--- config.mk ---
export PLATFORM = sky130hd
export DESIGN_NAME = tx_frame_shifter
export DESIGN_NICKNAME = d
export VERILOG_FILES = /design/src/rtl/tx_frame_shifter.sv
export SDC_FILE = /design/constraint.sdc
export NUM_CORES = 1
export LEC_CHECK = 0
export ABC_AREA = 1
export BUFFER_PORTS_ARGS = -buffer_cell sky130_fd_sc_hd__buf_2
export CAP_MARGIN = 5
export CORE_UTILIZATION = 45
export DETAILED_ROUTE_END_ITERATION = 7
export GPL_TIMING_DRIVEN = 0
export PLACE_DENSITY_LB_ADDON = 0.25
export SETUP_SLACK_MARGIN = 0.02
export SYNTH_ARGS = -nofsm -noshare
export SYNTH_HDL_FRONTEND = slang
export SYNTH_SLANG_ARGS = --single-unit
--- constraint.sdc ---
create_clock -name clk -period 2.1 [get_ports clk]
set_input_delay 0.21 -clock clk [delete_from_list [all_inputs] [get_ports clk]]
set_output_delay 0.21 -clock clk [all_outputs]
set_load 0.005 [all_outputs]
--- src/rtl/tx_frame_shifter.sv ---
// UART transmit framer: one-entry holding buffer feeding a start/data/parity/stop
// shift register that advances one bit per bit_tick, LSB first.
module tx_frame_shifter #(
  parameter int DATA_WIDTH = 8,
  parameter int CNT_WIDTH  = 4
) (
  input  logic                  clk,
  input  logic                  rst,
  input  logic                  bit_tick,
  input  logic [DATA_WIDTH-1:0] in_data,
  input  logic [1:0]            in_parity_mode,
  input  logic                  in_two_stop,
  input  logic                  in_valid,
  output logic                  in_ready,
  output logic                  tx,
  output logic                  busy,
  output logic                  done
);

  localparam int FRAME_W = DATA_WIDTH + 4;

  typedef enum logic {IDLE, SHIFT} state_t;

  state_t                state;
  logic [DATA_WIDTH-1:0] buf_data;
  logic [1:0]            buf_mode;
  logic                  buf_two;
  logic [FRAME_W-1:0]    shreg;
  logic [CNT_WIDTH-1:0]  cnt;
  logic                  accept;
  logic                  frame_end;
  logic                  load;

  // Bits above the last used position are ones, so they double as stop bits.
  function automatic logic [FRAME_W-1:0] build_frame(input logic [DATA_WIDTH-1:0] d,
                                                     input logic [1:0]            m);
    logic [FRAME_W-1:0] f;
    f               = '1;
    f[0]            = 1'b0;
    f[DATA_WIDTH:1] = d;
    if (m == 2'b01)      f[DATA_WIDTH+1] = ^d;
    else if (m == 2'b10) f[DATA_WIDTH+1] = ~^d;
    return f;
  endfunction

  // Index of the final stop bit, i.e. frame length minus one.
  function automatic logic [CNT_WIDTH-1:0] last_index(input logic [1:0] m,
                                                      input logic       two);
    logic [CNT_WIDTH-1:0] n;
    n = CNT_WIDTH'(DATA_WIDTH + 1);
    if (m == 2'b01 || m == 2'b10) n = n + CNT_WIDTH'(1);
    if (two)                      n = n + CNT_WIDTH'(1);
    return n;
  endfunction

  always_comb begin
    accept    = in_valid && in_ready;
    frame_end = (state == SHIFT) && bit_tick && (cnt == '0);
    load      = bit_tick && !in_ready && ((state == IDLE) || (cnt == '0));
  end

  assign tx = shreg[0];

  always_ff @(posedge clk) begin
    if (accept) begin
      buf_data <= in_data;
      buf_mode <= in_parity_mode;
      buf_two  <= in_two_stop;
    end
  end

  always_ff @(posedge clk or negedge rst) begin
    if (!rst) begin
      state    <= IDLE;
      in_ready <= 1'b1;
      busy     <= 1'b0;
      done     <= 1'b0;
      shreg    <= '1;
      cnt      <= '0;
    end else begin
      done <= frame_end;
      if (accept) in_ready <= 1'b0;
      if (load) begin
        shreg    <= build_frame(buf_data, buf_mode);
        cnt      <= last_index(buf_mode, buf_two);
        busy     <= 1'b1;
        in_ready <= 1'b1;
        state    <= SHIFT;
      end else if (frame_end) begin
        shreg <= '1;
        busy  <= 1'b0;
        state <= IDLE;
      end else if (state == SHIFT && bit_tick) begin
        shreg <= {1'b1, shreg[FRAME_W-1:1]};
        cnt   <= cnt - CNT_WIDTH'(1);
      end
    end
  end

endmodule

## Word level (Yosys, flattened, before mapping)

Cells that the tools add are included.

| cells by class | value |
|---|---|
| reduce and logical (&&, ||, !) cells | 16 |
| bitwise logic cells | 1 |
| mux-type cells | 15 |
| add/sub/neg operators | 2 |
| eq/ne operators | 3 |

Operators by type and width:

| kind | count |
|---|---|
| $mux W12 | 3 |
| $mux W4 | 5 |
| $reduce_xnor A8 Y1 | 1 |
| $reduce_xor A8 Y1 | 1 |
| $mux W1 | 6 |
| $reduce_bool A2 Y1 | 3 |
| $logic_and A1 B1 Y1 | 5 |
| $add A4 B1 Y4 const B | 1 |
| $logic_not A4 Y1 | 1 |
| $sub A4 B1 Y4 const B | 1 |
| $reduce_bool A3 Y1 | 1 |
| $eq A2 B1 Y1 const B | 1 |
| $eq A2 B2 Y1 const B | 1 |
| $logic_or A1 B1 Y1 | 2 |
| $mux W2 | 1 |
| $ne A2 B1 Y1 const B | 1 |
| $reduce_and A2 Y1 | 1 |
| $logic_not A1 Y1 | 1 |
| $not A1 Y1 | 1 |

| storage, ports and cells | value |
|---|---|
| register bits after elaboration | 30 |
| output and inout bits | 4 |

## Depth between registers and ports, before layout

| logic depth | value |
|---|---|
| depth after elaboration | 7 |
| mapped depth | 12 |
| gate-level depth less buffers | 12 |

## Worst setup path before layout

Ideal clock, no wire load.

| path | value |
|---|---|
| path type | register to register |
| start point | register cnt[0] |
| end point | register cnt[1] |
| stages on the path, launching flop included | 9 |
| path slack | 0.663 ns |
| required time | 1.963 ns |
| clock period less this slack | 1.437 ns |
| arrival | 1.300 ns |
| cell sequence | dfrtp_1 -> inv_1 -> ha_1 -> nand3_4 -> nand2_8 -> nand3_4 -> buf_2 -> nand3_1 -> o221ai_1 |

| between the ends | value |
|---|---|
| word-level cells in the longest chain between the ends | 5 |
| elaborated cells on any way between the ends | 11 |

RTL lines:

| item | line | source |
|---|---|---|
| start, declared | 29 | `logic [CNT_WIDTH-1:0] cnt;` |
| start signal, assigned | 85 | `cnt <= last_index(buf_mode, buf_two);` |
| start signal, assigned | 95 | `cnt <= cnt - CNT_WIDTH'(1);` |
| parallel branches: the longest is 5 deep, another holds $sub A4 B1 Y4 | - |  |

Parallel ways; which one is timed is not known. The select of a mux whose other input is x is not followed.
A chain may end at the register's enable or synchronous reset.

## Worst setup path after layout

Ends and elaborated chain as after synthesis.

==> flow_metrics.py <==
metrics = {
    "outcome": {
        "run_status": "complete, no violations",
    },
    "synthesis": {
        "sequential_to_total_area_share_from_yosys_stat_pct": 53.8,
        "count_of_warnings_emitted_by_yosys": 0,
        "syn_inst": 154,
        "postSynthRegisterBits": 28,
        "synth_top_area_share_pct": 23.1,
        "synth_fp_nets": 174,
        "synth_area_leaders": "sky130_fd_sc_hd__edfxtp_1, sky130_fd_sc_hd__dfstp_2, sky130_fd_sc_hd__nand2_1",
        "post_synth_top_cells": "sky130_fd_sc_hd__nand2_1, sky130_fd_sc_hd__inv_1, sky130_fd_sc_hd__nor2_1, sky130_fd_sc_hd__dfstp_2, sky130_fd_sc_hd__edfxtp_1",
        "async_reset_ff_share_pct": 60.7,
        "avgSynthCellArea_um2": 9.29,
        "synth-edff-count": 11,
        "syn_area_um2": 1430,
        "synth.lib_cells_used.distinct": 26,
        "synth_top_cell_by_area": "sky130_fd_sc_hd__edfxtp_1",
        "yosys.cell_count.top_type": "sky130_fd_sc_hd__nand2_1",
        "dominantRegCellSynth": "sky130_fd_sc_hd__edfxtp_1",
    },
    "sta": {
        "hold_viol": 0,
        "rsz0062_at_grt": "no",
        "clock_skew_after_layout_ns": 0.00459,
        "min_period_over_period_pct": 77.0,
        "achievable-frequency_mhz": 619,
        "fin_setup_tns_ns": 0,
        "drv_slew": 0,
        "worstMarginPinSlew_ns": 0.398,
        "final_period_minus_worst_setup_slack_ns": 1.62,
        "max_slew_margin_pct": 73.4,
        "final-setup-viol-count": 0,
    },
    "worst_setup_path": {
        "worstPathMaxFanout": 10,
        "cp_slowest_cell": "sky130_fd_sc_hd__dfrtp_1",
        "worst_path_largest_cell_delay_ns": 0.40,
        "path_delay_family": "simple AND/OR/NAND/NOR gates",
        "start_kind": "flip-flop",
        "crit_path_end_kind": "flip-flop",
        "critical_path_buf_inv_count": 2,
        "reg2reg_setup_slack_ns": 0.48,
        "critPathMostFrequentCell": "sky130_fd_sc_hd__nand3_4",
        "criticalPathCategory": "reg2reg",
        "cp_data_required_time_ns": 2.31,
        "cp_cell_sequence": "inv_1, ha_1, nand3_4, nand2_8, nand3_4, buf_2, nand3_1, o221ai_1",
        "worstPathArrival_ns": 1.82,
    },
    "layout": {
        "register_area_um2": 769,
        "diodes": 0,
        "area_growth_syn_to_layout_pct": 12.7,
        "final_design_area_no_fill_um2": 1610,
        "layout_filler_cell_count": 272,
        "layout-drive-gt1-share_pct": 27.7,
        "finalCoreUtilization_pct": 53.3,
        "multiInputGateArea_um2": 552,
        "fin_nets": 198,
    },
    "placed_design": {
        "placed_area_um2": 1580,
        "place.gp.congestion": 0.773,
        "buffer_ports.inserted": 18,
        "final_hpwl_dp_um": 1760,
    },
    "clock_network": {
        "worst_setup_hold_path_clk_slew_ns": 0.14,
        "clkLatencyLatePin_ns": 0.32,
        "cts_htree_levels": 1,
        "cts_max_path_buffers": 2,
        "cts_inserted_buffers": 3,
        "tritoncts": "built",
        "cts_root_buf": "sky130_fd_sc_hd__clkbuf_4",
        "cts.sinks": 28,
    },
    "job": {
        "max_cap_viol_count": 0,
    },
    "detailed_routing": {
        "average_wire_per_standard_cell_um": 10.1,
        "ant_nets": 0,
        "drt-vias-per-instance": 4.56,
        "drt_iter0_markers": 33,
        "drt_first_pass_iters": 3,
        "routed-via-count": 1007,
        "wirelength_um": 2240,
        "drc": 0,
    },
    "floorplan": {
        "effective_utilization_at_floorplan_pct": 47.3,
        "dieArea_um2": 3410,
        "floorplan.io_pins": 19,
        "fp.dieH_um": 58.4,
        "design.core.area_um2": 3030,
        "placementRows": 20,
        "die_width_um": 58.4,
    },
    "global_route": {
        "grt_overflow": 0,
        "maximum_number_of_pins_on_one_net_before_global_route_repair": 18,
        "wire_length_of_the_first_global_routing_pass_um": 4020,
        "grt_util_all_layers_pct": 15.2,
        "grt_pass1_vias": 988,
        "number_of_antenna_violations_at_the_first_check_in_global_routing": 0,
    },
    "hold_path": {
        "worstHoldPathType": "in2reg",
    },
    "pwr": {
        "power_density_nw_per_um2": 1200,
        "power.leakage_nw": 0.772,
        "highest_ir_drop_seen_on_vdd_mv": 0.439,
    },
}
==> repair_timing <==
action                                 in CTS  in global routing
endpoints found under the hold margin       6                  0
resized for setup                           0                  0
hold buffers                                1                  0
buffers inserted                            0                  0
==> through the flow <==
step | power [mW] | std cells | setup slack (ns) | hold slack (ns)
2_1_floorplan | 1.55 | 154 | 0.663 | -0.0856
3_3_place_gp | 1.69 | 216 | 0.563 | 0.143
3_5_place_dp | 1.73 | 216 | 0.499 | 0.152
4_1_cts | 1.96 | 221 | 0.479 | 0.0243
5_1_grt | 2.11 | 221 | 0.302 | 0.0283
6_report | 1.93 | 221 | 0.484 | 0.0306
==> per-layer routing <==
metal	wire length [µm]	global-route usage (%)	share of wire, %
met5	0	0	0
met4	25	5.10	1.1
met3	61	1.98	2.7
met2	1040	27.4	47
met1	1110	18.7	49
==> final timing paths <==
path	start	endpoint	depth (start not counted)
min in group asynchronous	rst	cnt[3]	2
setup reg to reg	cnt[0]	cnt[1]	8
setup / recovery	cnt[0]	cnt[1]	8
hold / removal	in_valid	in_ready	2
hold reg to reg	shreg[6]	shreg[6]	2
max in group asynchronous	rst	shreg[9]	2
==> report_power, final <==
| part | internal (mW) | switching (mW) |
|---|---|---|
| Combinational | 0.301 | 0.450 |
| Sequential | 0.842 | 0.117 |
| Clock | 0.0697 | 0.155 |
| Total | 1.21 | 0.722 |
==> state kept, by name, indices dropped and copies added, names as in the netlist <==
signal and cells:
buf_two 1, shreg 10, buf_data 8, state 1
in_ready 1, buf_mode 2, cnt 4, done 1
==> placed cells by master (no fill, tap or decap), types with 2 or more instances in the layout <==
cell type                  netlist  routed
sky130_fd_sc_hd__nand2_1        42      42
sky130_fd_sc_hd__inv_1          22      22
sky130_fd_sc_hd__buf_2           1      19
sky130_fd_sc_hd__nor2_1         16      16
sky130_fd_sc_hd__edfxtp_1       11      11
sky130_fd_sc_hd__dfstp_2        11      11
sky130_fd_sc_hd__o21ai_1         8       8
sky130_fd_sc_hd__o21ai_2         7       7
sky130_fd_sc_hd__dfrtp_1         6       6
sky130_fd_sc_hd__nand3_1         5       5
sky130_fd_sc_hd__ha_1            5       5
sky130_fd_sc_hd__inv_2           3       3
sky130_fd_sc_hd__clkbuf_4        0       3
sky130_fd_sc_hd__nand3_4         2       2
sky130_fd_sc_hd__o21ai_0         2       2
sky130_fd_sc_hd__a21oi_1         2       2
==> area by class of cell <==
type,instances,area share [%]
sequential,28,47.7
multi-input combinational,99,34.2
timing repair buffer,19,6.21
inverter,25,5.82
tap,44,3.41
clock buffer,3,1.40
buffer,2,1.01
clock inverter,1,0.233
==> cell families after synthesis <==
logic type / count (synthesis) / share of synthesized area [%]
buffers and inverters: 27 / 7.69
adder cells (fa/ha/maj): 5 / 4.37
AND/OR/NAND/NOR: 69 / 22.5
AO/OA/AOI/OAI: 24 / 11.1
XOR/XNOR: 1 / 0.612
flip-flops: 28 / 53.8
No activity file was read; power rests on OpenSTA's default activity.
